<file path="src/rtl/mem_stage.sv">
// rtl/mem_stage.sv - RV32I memory stage: data bus handshake, load/store formatting, stall, MEM-WB register
//
// Optional feature macro: MEM_MISALIGN_TRAP_EN (misaligned half/word accesses trap instead of issuing).
//
// Ports:
//   clock, reset                 pipeline clock, synchronous active-high reset
//   lsu_enable_ip                EX-MEM entry is a load or store
//   mem_lsu_operator_ip          load/store function code
//   mem_alu_result_ip            byte address / ALU result
//   mem_wdata_ip                 store data
//   mem_wb_mux_ip, mem_write_reg_addr_ip, mem_pc_addr_ip, mem_uimmd_ip  write-back pass-throughs
//   data                         data memory bus (mem_stage_if.master)
//   mem_stall_op                 hold upstream stages and EX-MEM this cycle
//   fw_mem_data_op               combinational ALU result for EX forwarding
//   bus_error_op                 one-cycle pulse on bus timeout abort
//   misaligned_op                one-cycle pulse on misaligned trap (only with MEM_MISALIGN_TRAP_EN)
//   wb_*                         MEM-WB pipeline register
package mem_stage_pkg;
  // bit 3 = store, bit 2 = zero-extend, bits 1:0 = size (0 byte, 1 half, 2 word)
  typedef enum logic [3:0] {
    LSU_LB  = 4'b0000,
    LSU_LH  = 4'b0001,
    LSU_LW  = 4'b0010,
    LSU_LBU = 4'b0100,
    LSU_LHU = 4'b0101,
    LSU_SB  = 4'b1000,
    LSU_SH  = 4'b1001,
    LSU_SW  = 4'b1010
  } load_store_func_code;

  typedef enum logic [1:0] {
    WB_ALU   = 2'd0,
    WB_LOAD  = 2'd1,
    WB_PC    = 2'd2,
    WB_UIMMD = 2'd3
  } write_back_mux_selector;
endpackage

module mem_stage
  import mem_stage_pkg::*;
#(
  parameter int BUS_TIMEOUT = 16
) (
  input  logic                   clock,
  input  logic                   reset,
  input  logic                   lsu_enable_ip,
  input  load_store_func_code    mem_lsu_operator_ip,
  input  logic [31:0]            mem_alu_result_ip,
  input  logic [31:0]            mem_wdata_ip,
  input  write_back_mux_selector mem_wb_mux_ip,
  input  logic [4:0]             mem_write_reg_addr_ip,
  input  logic [31:0]            mem_pc_addr_ip,
  input  logic [31:0]            mem_uimmd_ip,
  mem_stage_if.master            data,
  output logic                   mem_stall_op,
  output logic [31:0]            fw_mem_data_op,
  output logic                   bus_error_op,
  output logic [31:0]            wb_alu_result_op,
  output logic [31:0]            wb_load_data_op,
  output logic [31:0]            wb_pc_addr_op,
  output logic [31:0]            wb_uimmd_op,
  output write_back_mux_selector wb_mux_op,
`ifdef MEM_MISALIGN_TRAP_EN
  output logic                   misaligned_op,
`endif
  output logic [4:0]             wb_write_reg_addr_op
);

  typedef enum logic [1:0] {S_IDLE, S_REQ, S_RESP} state_t;

  localparam int CW = (BUS_TIMEOUT > 2) ? $clog2(BUS_TIMEOUT) : 1;

  state_t        state_q, state_d;
  logic [CW-1:0] cnt_q;

  logic [3:0]  op_bits;
  logic        is_store;
  logic        zext;
  logic [1:0]  size;
  logic [1:0]  lane;
  logic        misalign_hit;
  logic        timeout_hit;

  logic        stall;
  logic        abort;
  logic        load_done;
  logic        misaligned;
  logic [31:0] load_fmt;
  logic [7:0]  byte_sel;
  logic [15:0] half_sel;

  assign op_bits  = mem_lsu_operator_ip;
  assign is_store = op_bits[3];
  assign zext     = op_bits[2];
  assign size     = op_bits[1:0];
  assign lane     = mem_alu_result_ip[1:0];

`ifdef MEM_MISALIGN_TRAP_EN
  assign misalign_hit = lsu_enable_ip &&
                        (((size == 2'd1) && lane[0]) || ((size == 2'd2) && (lane != 2'b00)));
`else
  assign misalign_hit = 1'b0;
`endif

  // The counter holds the number of wait-state cycles already spent; together with the
  // cycle that launched the phase, reaching BUS_TIMEOUT-1 here means BUS_TIMEOUT stalled cycles.
  assign timeout_hit = (state_q != S_IDLE) && (cnt_q == CW'(BUS_TIMEOUT - 1));

  // ---------------- state register ----------------
  always_ff @(posedge clock) begin
    if (reset) begin
      state_q <= S_IDLE;
      cnt_q   <= '0;
    end else begin
      state_q <= state_d;
      // Cleared on every state change, so each wait phase times out independently.
      if ((state_d == state_q) && (state_q != S_IDLE))
        cnt_q <= cnt_q + 1'b1;
      else
        cnt_q <= '0;
    end
  end

  // ---------------- next-state logic ----------------
  always_comb begin
    state_d = state_q;
    unique case (state_q)
      S_IDLE: begin
        if (lsu_enable_ip && !misalign_hit) begin
          if (data.gnt)
            state_d = is_store ? S_IDLE : S_RESP;
          else
            state_d = S_REQ;
        end
      end
      S_REQ: begin
        if (timeout_hit)
          state_d = S_IDLE;
        else if (data.gnt)
          state_d = is_store ? S_IDLE : S_RESP;
      end
      S_RESP: begin
        if (timeout_hit || data.rvalid)
          state_d = S_IDLE;
      end
      default: state_d = S_IDLE;
    endcase
  end

  // ---------------- output logic ----------------
  always_comb begin
    data.req   = 1'b0;
    stall      = 1'b0;
    abort      = 1'b0;
    load_done  = 1'b0;
    misaligned = 1'b0;
    if (!reset) begin
      unique case (state_q)
        S_IDLE: begin
          if (lsu_enable_ip) begin
            if (misalign_hit) begin
              misaligned = 1'b1;
            end else begin
              data.req = 1'b1;
              stall    = !(data.gnt && is_store);
            end
          end
        end
        S_REQ: begin
          // Timeout wins over a same-cycle gnt: the request is withdrawn in that cycle.
          if (timeout_hit) begin
            abort = 1'b1;
          end else begin
            data.req = 1'b1;
            stall    = !(data.gnt && is_store);
          end
        end
        S_RESP: begin
          if (timeout_hit)
            abort = 1'b1;
          else if (data.rvalid)
            load_done = 1'b1;
          else
            stall = 1'b1;
        end
        default: ;
      endcase
    end
  end

  assign mem_stall_op   = stall;
  assign bus_error_op   = abort;
  assign fw_mem_data_op = mem_alu_result_ip;
`ifdef MEM_MISALIGN_TRAP_EN
  assign misaligned_op  = misaligned;
`endif

  // ---------------- store formatting ----------------
  // EX-MEM is held while stalled, so these stay stable for the whole request.
  assign data.addr = {mem_alu_result_ip[31:2], 2'b00};
  assign data.we   = is_store;

  always_comb begin
    data.be    = 4'hF;
    data.wdata = mem_wdata_ip;
    unique case (size)
      2'd0: begin
        data.be    = 4'b0001 << lane;
        data.wdata = {4{mem_wdata_ip[7:0]}};
      end
      2'd1: begin
        data.be    = 4'b0011 << {lane[1], 1'b0};
        data.wdata = {2{mem_wdata_ip[15:0]}};
      end
      default: begin
        data.be    = 4'hF;
        data.wdata = mem_wdata_ip;
      end
    endcase
  end

  // ---------------- load formatting ----------------
  always_comb begin
    byte_sel = data.rdata[7:0];
    unique case (lane)
      2'd0: byte_sel = data.rdata[7:0];
      2'd1: byte_sel = data.rdata[15:8];
      2'd2: byte_sel = data.rdata[23:16];
      2'd3: byte_sel = data.rdata[31:24];
      default: byte_sel = data.rdata[7:0];
    endcase
  end

  assign half_sel = lane[1] ? data.rdata[31:16] : data.rdata[15:0];

  always_comb begin
    load_fmt = data.rdata;
    unique case (size)
      2'd0:    load_fmt = zext ? {24'd0, byte_sel} : {{24{byte_sel[7]}}, byte_sel};
      2'd1:    load_fmt = zext ? {16'd0, half_sel} : {{16{half_sel[15]}}, half_sel};
      default: load_fmt = data.rdata;
    endcase
  end

  // ---------------- MEM-WB register ----------------
  always_ff @(posedge clock) begin
    if (reset || stall) begin
      // Stalled cycles push a bubble so write-back never sees a half-finished access.
      wb_alu_result_op     <= '0;
      wb_load_data_op      <= '0;
      wb_pc_addr_op        <= '0;
      wb_uimmd_op          <= '0;
      wb_mux_op            <= WB_ALU;
      wb_write_reg_addr_op <= '0;
    end else begin
      wb_alu_result_op     <= mem_alu_result_ip;
      wb_load_data_op      <= load_done ? load_fmt : 32'd0;
      wb_pc_addr_op        <= mem_pc_addr_ip;
      wb_uimmd_op          <= mem_uimmd_ip;
      wb_mux_op            <= mem_wb_mux_ip;
      // Aborted or trapped accesses must not write the register file.
      wb_write_reg_addr_op <= (abort || misaligned) ? 5'd0 : mem_write_reg_addr_ip;
    end
  end

endmodule

</file>
<file path="src/rtl/mem_stage_if.sv">
// rtl/mem_stage_if.sv - data memory request/grant/response bus between mem_stage and data memory
//
// Signals:
//   req    master->slave  memory request, held until gnt
//   addr   master->slave  word-aligned byte address
//   we     master->slave  1 = store
//   be     master->slave  byte enables
//   wdata  master->slave  lane-replicated store data
//   gnt    slave->master  request accepted this cycle
//   rvalid slave->master  load data valid this cycle
//   rdata  slave->master  load data word
interface mem_stage_if;
  logic        req;
  logic [31:0] addr;
  logic        we;
  logic [3:0]  be;
  logic [31:0] wdata;
  logic        gnt;
  logic        rvalid;
  logic [31:0] rdata;

  modport master (output req, addr, we, be, wdata, input gnt, rvalid, rdata);
  modport slave  (input req, addr, we, be, wdata, output gnt, rvalid, rdata);
endinterface

</file>
<file path="src/flat_wrapper.sv">
// flat-port wrapper written by rule: the top's interface ports become plain ports
module mem_stage_flat import mem_stage_pkg::*;
#(
  parameter int BUS_TIMEOUT = 16
)
  (clock, reset, lsu_enable_ip, mem_lsu_operator_ip, mem_alu_result_ip, mem_wdata_ip, mem_wb_mux_ip, mem_write_reg_addr_ip, mem_pc_addr_ip, mem_uimmd_ip, mem_stall_op, fw_mem_data_op, bus_error_op, wb_alu_result_op, wb_load_data_op, wb_pc_addr_op, wb_uimmd_op, wb_mux_op, wb_write_reg_addr_op, data_req, data_addr, data_we, data_be, data_wdata, data_gnt, data_rvalid, data_rdata);
  mem_stage_if data_i ();
  input  logic clock;
  input  logic reset;
  input  logic lsu_enable_ip;
  input  load_store_func_code mem_lsu_operator_ip;
  input  logic [31:0] mem_alu_result_ip;
  input  logic [31:0] mem_wdata_ip;
  input  write_back_mux_selector mem_wb_mux_ip;
  input  logic [4:0] mem_write_reg_addr_ip;
  input  logic [31:0] mem_pc_addr_ip;
  input  logic [31:0] mem_uimmd_ip;
  output logic mem_stall_op;
  output logic [31:0] fw_mem_data_op;
  output logic bus_error_op;
  output logic [31:0] wb_alu_result_op;
  output logic [31:0] wb_load_data_op;
  output logic [31:0] wb_pc_addr_op;
  output logic [31:0] wb_uimmd_op;
  output write_back_mux_selector wb_mux_op;
  output logic [4:0] wb_write_reg_addr_op;
  output wire logic [$bits(data_i.req)-1:0] data_req;
  output wire logic [$bits(data_i.addr)-1:0] data_addr;
  output wire logic [$bits(data_i.we)-1:0] data_we;
  output wire logic [$bits(data_i.be)-1:0] data_be;
  output wire logic [$bits(data_i.wdata)-1:0] data_wdata;
  input wire logic [$bits(data_i.gnt)-1:0] data_gnt;
  input wire logic [$bits(data_i.rvalid)-1:0] data_rvalid;
  input wire logic [$bits(data_i.rdata)-1:0] data_rdata;
  assign data_req = data_i.req;
  assign data_addr = data_i.addr;
  assign data_we = data_i.we;
  assign data_be = data_i.be;
  assign data_wdata = data_i.wdata;
  assign data_i.gnt = data_gnt;
  assign data_i.rvalid = data_rvalid;
  assign data_i.rdata = data_rdata;
  mem_stage #(.BUS_TIMEOUT(BUS_TIMEOUT)) u_core (.clock(clock), .reset(reset), .lsu_enable_ip(lsu_enable_ip), .mem_lsu_operator_ip(mem_lsu_operator_ip), .mem_alu_result_ip(mem_alu_result_ip), .mem_wdata_ip(mem_wdata_ip), .mem_wb_mux_ip(mem_wb_mux_ip), .mem_write_reg_addr_ip(mem_write_reg_addr_ip), .mem_pc_addr_ip(mem_pc_addr_ip), .mem_uimmd_ip(mem_uimmd_ip), .data(data_i), .mem_stall_op(mem_stall_op), .fw_mem_data_op(fw_mem_data_op), .bus_error_op(bus_error_op), .wb_alu_result_op(wb_alu_result_op), .wb_load_data_op(wb_load_data_op), .wb_pc_addr_op(wb_pc_addr_op), .wb_uimmd_op(wb_uimmd_op), .wb_mux_op(wb_mux_op), .wb_write_reg_addr_op(wb_write_reg_addr_op));
endmodule
</file>
<file path="config.mk">
export PLATFORM = sky130hd
export DESIGN_NAME = mem_stage_flat
export DESIGN_NICKNAME = d
export VERILOG_FILES = /design/src/rtl/mem_stage.sv /design/src/rtl/mem_stage_if.sv /design/src/flat_wrapper.sv
export SDC_FILE = /design/constraint.sdc
export NUM_CORES = 1
export LEC_CHECK = 0
export BUFFER_PORTS_ARGS = -buffer_cell sky130_fd_sc_hd__buf_4
export CORE_AREA = 2 2 160 162
export CTS_CLUSTER_DIAMETER = 30
export DETAILED_ROUTE_END_ITERATION = 10
export DIE_AREA = 0 0 162 164
export SYNTH_ARGS = -nofsm -noshare
export SYNTH_HDL_FRONTEND = slang
export SYNTH_SLANG_ARGS = --single-unit
</file>
<file path="constraint.sdc">
create_clock -name clock -period 1.9 [get_ports clock]
set_clock_uncertainty 0.2 [all_clocks]
set_input_delay 0.19 -clock clock [delete_from_list [all_inputs] [get_ports clock]]
set_output_delay 0.19 -clock clock [all_outputs]
set_load 0.02 [all_outputs]
</file>
==> impl_metrics.py, run 1 <==
metrics = {
    "sta": {
        "setup_violations": 106,
        "fmax_mhz": 453.8,
        "setup-tns-final_ps": -8700,
        "grt_setup_unrepaired": "true",
        "finalHoldViolations": 0,
        "drv_slew": 0,
        "fin_crit_sh": 1.160,
        "fin_ws_ps": -303.7,
        "min_period_ps": 2204,
    },
    "clock_network": {
        "cts_made_buffers": 17,
        "cts_max_level": 4,
        "cts_sinks": 141,
        "clk_latency_ps": 410,
        "cts_buffer_depth": 2,
        "cts_root_buf": "clkbuf_16",
        "clk_pin_slew_ps": 70,
        "cts_tree": "done",
    },
    "floorplan": {
        "initial_core_util": 0.2282,
        "die_h_um": 164,
        "die_w_um": 162,
        "row_count": 58,
        "dieArea_sq_um": 26570,
        "ios": 415,
        "core-area_sq_um": 24820,
    },
    "final_layout": {
        "fin_util": 0.4455,
        "area_delta_synth_final_pct": 95.23,
        "nNetsFinal": 1237,
        "drive_above_1_share": 0.5267,
        "n_antenna_cell": 0,
    },
    "global_route": {
        "antenna_found_initial": 0,
        "grt_pass1_wl_um": 33490,
        "grt_max_degree": 23,
        "grt_overflow": 0,
        "grt_pass1_vias": 5878,
        "track_usage": 0.1667,
    },
    "route": {
        "firstDrtPassIters": 5,
        "dr_total_vias": 5751,
        "viasPerCell": 4.111,
        "drc": 0,
        "antenna_left": 0,
        "drt_iter0_drc": 304,
        "post_drt_wl_per_cell_um": 16.55,
        "drt_wl_total_um": 23150,
    },
    "logic_synthesis": {
        "synthArstFlopShare": 0,
        "synth_cell_types": 54,
        "syn-cell-area_sq_um": 5663,
        "ys.warnings.count": 0,
        "seq_area_frac_synth": 0.4985,
        "synth_edf_count": 0,
        "avgSynthCellArea_sq_um": 10.51,
        "synth-main-ff-cell": "dfxtp_1",
        "synth_seq_cells": 141,
        "synthCells": 539,
    },
    "status": {
        "violations": "setup timing",
        "status": "complete, but fails checks",
    },
    "run": {
        "maxCapViolCount": 0,
    },
    "place": {
        "gp_congestion": 0.7847,
        "io_buffers": 412,
        "hpwl_um": 17120,
    },
    "worst_setup_path": {
        "crit_arrival_ps": 1810,
        "critPathCaptureType": "output pin",
        "critPathKind": "flip-flop to output pin",
        "setup.worst_path.start_class": "flip-flop",
        "crit_path_max_fanout": 3,
        "critPathRequiredTime_ps": 1510,
    },
    "power": {
        "power_density_nw_per_um2": 780.0,
        "peakVddDrop_mv": 0.4499,
        "p_leak_nw": 5.221,
    },
    "min_path": {
        "holdCritPathClass": "input pin to flip-flop",
    },
}
## timing repair
item                                   4_1_cts  5_1_grt
pin swaps                                    7        7
hold buffers                               140        0
endpoints found under the hold margin      137        0
resized for setup                           24       23
buffers inserted                             7        1
setup endpoints to repair                  141      137
## path summary, 6_finish.rpt
check                           cells past startpoint                           to  slack [ps]                   start
worst max register to register                      9  u_core.wb_alu_result_op[11]        -120       u_core.state_q[1]
worst min-delay path                                5   u_core.wb_load_data_op[15]          30  mem_lsu_operator_ip[2]
worst min register to register                      2              u_core.cnt_q[0]         330         u_core.cnt_q[0]
worst max-delay path                                8                 mem_stall_op        -300       u_core.state_q[1]
## layer usage
metal / wire length [um] / global-route usage / vias to the layer above
met5: 0 / 0 / -
met4: 302 / 0.04586 / 0
met3: 1874 / 0.04571 / 19
met2: 12500 / 0.3197 / 288
met1: 8469 / 0.1786 / 2689
li1: - / - / 2755
## sequential cells by signal (all words and copies together), names as in the netlist
| signal | count |
|---|---|
| u_core.wb_mux_op | 2 |
| u_core.wb_write_reg_addr_op | 5 |
| u_core.wb_load_data_op | 32 |
| u_core.wb_pc_addr_op | 32 |
| u_core.wb_alu_result_op | 32 |
| u_core.wb_uimmd_op | 32 |
| u_core.state_q | 2 |
| u_core.cnt_q | 4 |
## synth_stat cells (5+ instances only)
cell type  count  share of area
buf_6         11          0.022
mux2_2        24          0.048
ha_1           5          0.011
nor3_2        11          0.019
nand2_1       14         0.0093
o21ai_0       10         0.0088
and2_1        97           0.11
buf_4         75          0.099
a21oi_1       12          0.011
and3_1         5         0.0055
buf_2          7         0.0062
dfxtp_1      141           0.50
a222oi_1       7          0.012
a22oi_1        7         0.0093
inv_1          7         0.0046
mux2i_1       12          0.021
nor3_1         9         0.0080
nor2b_1       17          0.019
nor2_1        19          0.013
clkbuf_1       7         0.0046
## final cells by class
class / count / area, sq um
repair buffers: 599 / 4970
clock inverters: 15 / 160.2
clock buffers: 17 / 425.4
fillers: 2377 / 13760
inverters: 7 / 31.28
well taps: 330 / 412.9
multi-input cells: 290 / 2228
flip-flops and latches: 141 / 2828
## report_power, final
part	leakage [nW]	switching, mW	total, mW	internal [mW]
Combinational	3.78	1.00	2.12	1.12
Clock	0.287	1.55	3.32	1.77
Sequential	1.16	0.0572	3.19	3.13
## critical path: stages, from the launching register on
cell and delay, ps:
dfxtp_2 340, inv_4 80, ha_4 140, a21bo_4 220, buf_6 110, a32oi_2 170, nor2_2 70, nor3_2 110
buf_4 170
## cell families (layout without fill, tap and decap cells)
group | count (synthesis) | count (layout) | share of synthesized area
compound gates | 57 | 57 | 0.07358
xor+xnor | 2 | 2 | 0.003094
fa+ha+maj | 5 | 5 | 0.01105
buf+inv | 109 | 638 | 0.1383
flops | 141 | 141 | 0.4985
mux | 37 | 37 | 0.07291
other cells | 1 | 2 | 0.0006622
simple gates | 187 | 187 | 0.2019
## cells in the final DEF, fill, tap and decap left out, types with 5 or more instances in the layout
| master | n |
|---|---|
| a22oi_1 | 7 |
| inv_8 | 6 |
| nor3_2 | 14 |
| buf_4 | 444 |
| a222oi_1 | 7 |
| clkbuf_16 | 17 |
| buf_12 | 7 |
| mux2i_1 | 12 |
| a21oi_2 | 5 |
| inv_1 | 5 |
| and3_1 | 5 |
| dfxtp_1 | 139 |
| a21oi_1 | 7 |
| inv_6 | 6 |
| mux2_2 | 24 |
| dlygate4sd3_1 | 138 |
| buf_6 | 8 |
| and2_1 | 97 |
| nor2_1 | 16 |
| o21ai_0 | 10 |
| nor3_1 | 5 |
| nor2b_1 | 17 |
| nand2_1 | 13 |
## through the flow
step	setup slack [ps]	hold slack [ps]	std cells	area [sq um]	power, mW
2_1_floorplan	-11.39	111.7	540	5674	4.182
3_3_place_gp	-64.34	191.3	1219	8810	5.052
3_5_place_dp	-95.80	194.7	1219	8810	5.063
4_1_cts	-333.0	7.119	1398	10950	8.710
5_1_grt	-428.7	43.61	1399	11060	9.017
6_report	-303.7	31.24	1399	11060	8.623
Note: power is estimated with default switching activity, not from simulation.
==> inputs of run 2 (changes only) <==
- CELL_PAD_IN_SITES_DETAIL_PLACEMENT: default -> 1
- CELL_PAD_IN_SITES_GLOBAL_PLACEMENT: default -> 1
- PLACE_DENSITY_LB_ADDON: default -> 0.1
==> run 2 against run 1 <==
The run still ends with setup timing left. Register-to-register slack got worse by 110 ps. Flip-flop and latch count unchanged. Critical path depth decreased by 1. Die area unchanged. Combinational power increased by 16%. Clock power increased by 4%. Sequential share of layout area decreased by 1.6 points. Worst setup slack improved by 47 ps. Non-clock buffer count increased by 19. Sequential power about the same. Fmax increased by 2.2%. Routed wire length increased by 20%. Critical path type unchanged.
==> impl_metrics.py, run 2 (synthesized netlist as in run 1, its figures left out) <==
metrics = {
    "power": {
        "p_leak_nw": 5.514,
        "p_comb_frac": 0.271,
        "switching_share": 0.2922,
        "clockPowerShare": 0.378,
        "intPower_mw": 6.439,
        "p_seq_frac": 0.351,
        "power_density_nw_per_um2": 770.8,
        "peakVddDrop_mv": 0.4400,
        "power.net_switching_mw": 2.658,
    },
    "worst_setup_path": {
        "crit_start": "u_core.state_q[0]",
        "critPathCaptureType": "output pin",
        "reg2reg_from": "u_core.state_q[1]",
        "critPathRequiredTime_ps": 1510,
        "setup.worst_path.start_class": "flip-flop",
        "critPathKind": "flip-flop to output pin",
        "crit_arrival_ps": 1770,
        "ff2ff_setup_slack_ps": -230,
        "crit_path_max_fanout": 3,
    },
    "clock_network": {
        "cts_made_buffers": 17,
        "cts_sinks": 141,
        "cts_max_level": 4,
        "cts_tree": "done",
        "cts_root_buf": "clkbuf_16",
        "clk_pin_slew_ps": 70,
        "cts_buffer_depth": 2,
        "clk_latency_ps": 420,
    },
    "sta": {
        "worst_pin_slew_ps": 501.5,
        "grt_setup_unrepaired": "true",
        "drv_slew": 0,
        "holdWs_ps": 10.70,
        "setup_violations": 133,
        "fin_ws_ps": -256.7,
        "finalHoldViolations": 0,
        "fmax_mhz": 463.7,
        "min_period_ps": 2157,
        "fin_crit_sh": 1.135,
        "slew_headroom": 0.6650,
    },
    "final_layout": {
        "nNetsFinal": 1256,
        "drive_above_1_share": 0.5533,
        "n_antenna_cell": 0,
        "area_delta_synth_final_pct": 108.4,
        "final_area_sq_um": 11800,
        "layout_common_cells": "439 x buf_4, 142 x dlygate4sd3_1, 139 x dfxtp_1",
        "final_common_cell": "buf_4",
    },
    "global_route": {
        "antenna_found_initial": 0,
        "grt_pass1_vias": 6660,
        "grt_pass1_wl_um": 39590,
        "grt_max_degree": 31,
        "track_usage": 0.2004,
        "grt_overflow": 0,
    },
    "route": {
        "firstDrtPassIters": 4,
        "drc": 0,
        "drt_wl_total_um": 27780,
        "post_drt_wl_per_cell_um": 19.59,
        "drt_iter0_drc": 191,
        "antenna_left": 0,
        "viasPerCell": 4.240,
        "dr_total_vias": 6012,
    },
    "floorplan": {
        "core-area_sq_um": 24820,
        "initial_core_util": 0.2282,
        "die_h_um": 164,
        "ios": 415,
        "die_w_um": 162,
        "row_count": 58,
        "dieArea_sq_um": 26570,
    },
    "place": {
        "io_buffers": 412,
        "hpwl_um": 18190,
        "place_area_sq_um": 8670,
        "gp_congestion": 0.8194,
    },
    "run": {
        "maxCapViolCount": 0,
    },
    "status": {
        "status": "complete, but fails checks",
        "violations": "setup timing",
    },
    "min_path": {
        "min_from": "lsu_enable_ip",
        "holdCritPathClass": "input pin to flip-flop",
    },
}
-- run 2: layer usage --
metal,share of wire,vias to the layer above,GRT usage
met4,0.034,0,0.08286
met5,0,-,0
li1,-,2801,-
met2,0.55,282,0.3969
met1,0.35,2876,0.1962
met3,0.065,53,0.05126
-- run 2: layout make-up --
type / instances / area [sq um]
Sequential cell: 141 / 2830
Clock inverter: 15 / 177.7
Fill cell: 2682 / 13020
Timing Repair Buffer: 618 / 5484
Tap cell: 330 / 412.9
Inverter: 7 / 33.78
Multi-Input combinational cell: 290 / 2439
Clock buffer: 17 / 425.4
-- run 2: repair_timing --
| item | in CTS | in global routing |
|---|---|---|
| setup buffers | 18 | 4 |
| gates resized for setup | 58 | 54 |
| gates cloned | 15 | 2 |
| hold buffers | 142 | 0 |
| setup endpoints to repair | 142 | 142 |
| endpoints found under the hold margin | 137 | 0 |
| pin swaps | 11 | 27 |
-- run 2: worst paths after layout --
kind / cells after the start / to
max: 7 / bus_error_op
max reg2reg: 9 / u_core.wb_uimmd_op[7]
min reg2reg: 1 / u_core.cnt_q[0]
min: 4 / u_core.state_q[0]
-- run 2: critical path: stages (launching register included) --
cell and delay, ps:
dfxtp_4 400, inv_6 50, ha_4 160, and4b_2 330
buf_6 140, nand2_4 50, nor2_2 80, buf_6 120
-- run 2: through the flow --
stage | setup TNS [ps] | power (mW) | utilization | setup slack, ps | cells
after floorplan | -273.1 | 4.182 | - | -11.39 | 540
after global placement | -5272 | 5.003 | 0.3493 | -66.05 | 1207
after detailed placement | -14580 | 5.027 | 0.3493 | -162.1 | 1207
after CTS | -20260 | 9.130 | 0.4633 | -275.6 | 1413
after global routing | -31200 | 9.486 | 0.4756 | -340.2 | 1418
final | -23220 | 9.097 | 0.4756 | -256.7 | 1418
-- run 2: power groups by stage --
stage / Combinational [mW] / Clock [mW] / Sequential [mW]
2_1_floorplan: 0.720 / 0 / 3.46
3_3_place_gp: 1.75 / 0 / 3.25
3_5_place_dp: 1.77 / 0 / 3.26
4_1_cts: 2.39 / 3.55 / 3.19
5_1_grt: 2.60 / 3.68 / 3.20
6_report: 2.46 / 3.44 / 3.19
==> inputs of run 3 (changes only) <==
--- a/config.mk
+++ b/config.mk
@@ -6,11 +6,13 @@
 export NUM_CORES = 1
 export LEC_CHECK = 0
+export ABC_AREA = 1
 export BUFFER_PORTS_ARGS = -buffer_cell sky130_fd_sc_hd__buf_4
 export CELL_PAD_IN_SITES_DETAIL_PLACEMENT = 1
 export CELL_PAD_IN_SITES_GLOBAL_PLACEMENT = 1
-export CORE_AREA = 2 2 160 162
+export CORE_AREA = 2 2 161 163
 export CTS_CLUSTER_DIAMETER = 30
+export CTS_CLUSTER_SIZE = 12
 export DETAILED_ROUTE_END_ITERATION = 10
-export DIE_AREA = 0 0 162 164
+export DIE_AREA = 0 0 163 165
 export PLACE_DENSITY_LB_ADDON = 0.1
 export SYNTH_ARGS = -nofsm -noshare
==> constraint.sdc (replaced) <==
create_clock -name clock -period 1.9 [get_ports clock]
set_clock_uncertainty 0.2 [all_clocks]
set_input_delay 0.285 -clock clock [delete_from_list [all_inputs] [get_ports clock]]
set_output_delay 0.285 -clock clock [all_outputs]
set_load 0.02 [all_outputs]
==> run 3 against run 2 <==
Clock-buffer cell count did not move. Global-route usage down 3.0 points. Routed wire length down 11%. Fmax fell by 0.28%. Flip-flop and latch count is the same. Critical path depth increased by 3. Non-clock buffer count shrank 36. The run still ends with setup timing left.
==> impl_metrics.py, run 3 <==
metrics = {
    "floorplan": {
        "ios": 415,
        "die_w_um": 163,
        "dieArea_sq_um": 26900,
        "die_h_um": 165,
        "initial_core_util": 0.2242,
        "core-area_sq_um": 25040,
        "row_count": 58,
    },
    "final_layout": {
        "layout_common_cells": "433 x buf_4, 139 x inv_1, 137 x nor2_1, 137 x dfxtp_1, 125 x dlygate4sd3_1",
        "area_delta_synth_final_pct": 96.81,
        "drive_above_1_share": 0.4408,
        "final_common_cell": "buf_4",
        "nNetsFinal": 1402,
        "final_cells": 1564,
        "fin_util": 0.4412,
        "n_antenna_cell": 0,
    },
    "route": {
        "dr_total_vias": 6273,
        "drt_wl_total_um": 24790,
        "drc": 0,
        "drt_iter0_drc": 161,
        "post_drt_wl_per_cell_um": 15.85,
        "firstDrtPassIters": 4,
        "viasPerCell": 4.011,
        "antenna_left": 0,
    },
    "logic_synthesis": {
        "seq_area_frac_synth": 0.5029,
        "avgSynthCellArea_sq_um": 7.872,
        "synth_seq_cells": 141,
        "yosysTopAreaCell": "dfxtp_1",
        "ys.warnings.count": 0,
        "synth_edf_count": 0,
        "syn-cell-area_sq_um": 5613,
        "synthCells": 713,
        "synth_area_leaders": "dfxtp_1 50%, buf_4 9.8%, inv_1 9.6%",
        "synthTopCellsByCount": "144 x inv_1, 144 x nor2_1, 141 x dfxtp_1",
        "synthArstFlopShare": 0,
        "yosys.area.top_type_share": 0.5029,
        "synth-main-ff-cell": "dfxtp_1",
        "synth_cell_types": 32,
    },
    "clock_network": {
        "cts_tree": "done",
        "cts_made_buffers": 17,
        "cts_sinks": 141,
        "clk_latency_ps": 400,
        "cts_buffer_depth": 2,
        "cts_root_buf": "clkbuf_16",
        "cts_max_level": 4,
        "clk_pin_slew_ps": 60,
    },
    "worst_setup_path": {
        "critPathKind": "flip-flop to output pin",
        "crit_path_max_fanout": 4,
        "setup.worst_path.start_class": "flip-flop",
        "crit_arrival_ps": 1680,
        "cp_common_cell": "nand2_2",
        "crit_slowest_cell": "dfxtp_2",
        "crit_chain": "inv_2 -> ha_4 -> buf_4 -> nand2_2 -> nand2_2 -> inv_2 -> o21ai_2 -> nand2_2 -> nor2_2 -> buf_6",
        "critPathRequiredTime_ps": 1410,
        "slowest_delay_ps": 320,
        "critPathCaptureType": "output pin",
    },
    "sta": {
        "slew_headroom": 0.6559,
        "drv_slew": 0,
        "worst_pin_slew_ps": 514.8,
        "fin_ws_ps": -262.8,
        "finalHoldViolations": 0,
        "grt_setup_unrepaired": "true",
        "fmax_mhz": 462.4,
        "fin_crit_sh": 1.138,
        "setup_violations": 95,
        "min_period_ps": 2163,
    },
    "power": {
        "peakVddDrop_mv": 0.4038,
        "power_mw": 8.628,
        "p_leak_nw": 5.779,
        "power_density_nw_per_um2": 781.0,
    },
    "place": {
        "gp_congestion": 0.7608,
        "pre_cts_slack_ps": -54.02,
        "io_buffers": 412,
        "dp.cells": 1386,
        "hpwl_um": 17830,
    },
    "status": {
        "violations": "setup timing",
        "status": "complete, but fails checks",
    },
    "global_route": {
        "grt_pass1_wl_um": 35160,
        "grt_overflow": 0,
        "antenna_found_initial": 0,
        "grt_max_degree": 19,
        "grt_pass1_vias": 6522,
        "track_usage": 0.1708,
    },
    "min_path": {
        "holdCritPathClass": "input pin to flip-flop",
    },
    "run": {
        "maxCapViolCount": 0,
    },
}
## run 3: changes by cell type after synthesis, moves of 12 or more
cell / previous run / this run
nor2_1: 19 / 144
nand3_1: 1 / 17
mux2_2: 24 / 0
inv_1: 7 / 144
a21oi_1: 12 / 30
and2_1: 97 / 0
nand2_1: 14 / 66
nor2b_1: 17 / 0
mux2i_1: 12 / 0
## run 3: final cells by class
type,count,area (sq um)
inverter,150,566.8
clock buffer,17,425.4
clock inverter,15,125.1
tap,330,412.9
timing repair buffer,582,4965
sequential,141,2828
fill,2939,13990
multi-input combinational,329,1724
## run 3: timing repair
| action | 4_1_cts | 5_1_grt |
|---|---|---|
| pin swaps | 6 | 12 |
| gates cloned | 2 | 5 |
| endpoints found under the setup margin | 95 | 149 |
| gates resized for setup | 25 | 32 |
| setup buffers | 8 | 8 |
| endpoints found under the hold margin | 126 | 0 |
| hold buffers | 126 | 0 |
## run 3: final timing paths
check                       startpoint                           to  slack [ps]  cells past startpoint
setup / recovery     u_core.state_q[0]                 mem_stall_op        -260                     10
hold / removal    mem_alu_result_ip[1]   u_core.wb_alu_result_op[1]          20                      3
setup reg to reg     u_core.state_q[0]  u_core.wb_alu_result_op[29]        -150                     13
hold reg to reg        u_core.cnt_q[0]              u_core.cnt_q[0]         330                      2
## run 3: per-stage QoR
stage | hold WS, ps | TNS, ps | area, sq um
after detailed placement | 306.3 | -1878 | 8683
after floorplan | 150.0 | 0 | 5622
after global placement | 298.4 | -316.3 | 8683
after global routing | 41.36 | -20920 | 11050
final | 22.75 | -8618 | 11050
after CTS | 7.750 | -4666 | 10730
## run 3: report_power, final
group	total, mW	leakage (nW)	switching [mW]	internal (mW)
Clock	3.16	0.266	1.45	1.71
Combinational	2.28	4.36	1.15	1.13
Sequential	3.19	1.16	0.0514	3.13
Total	8.63	5.78	2.65	5.98
## run 3: routing by layer
layer	up-vias	track usage	part of all wire
li1	3074	-	-
met1	2913	0.1771	0.36
met2	253	0.3226	0.54
met3	33	0.05525	0.080
met4	0	0.05873	0.022
met5	-	0	0
## run 3: worst max-delay path, delay by kind of cell (launching register included)
kind,cells,cell delay (ps)
buffers and inverters,4,380
and+or+nand+nor,4,300
AOI/OAI and AO/OA,1,120
adders and majority gates,1,150
DFF,1,320
## run 3: cells by family (layout without fill, tap and decap cells)
group / count (synthesis) / count (layout) / synth area share
AND/OR/NAND/NOR: 244 / 244 / 0.1777
buffers and inverters: 244 / 764 / 0.2205
flip-flops: 141 / 141 / 0.5029
AO/OA/AOI/OAI: 76 / 76 / 0.08404
adder cells (fa/ha/maj): 5 / 5 / 0.01115
XOR/XNOR: 2 / 2 / 0.003121
other: 1 / 2 / 0.0006681
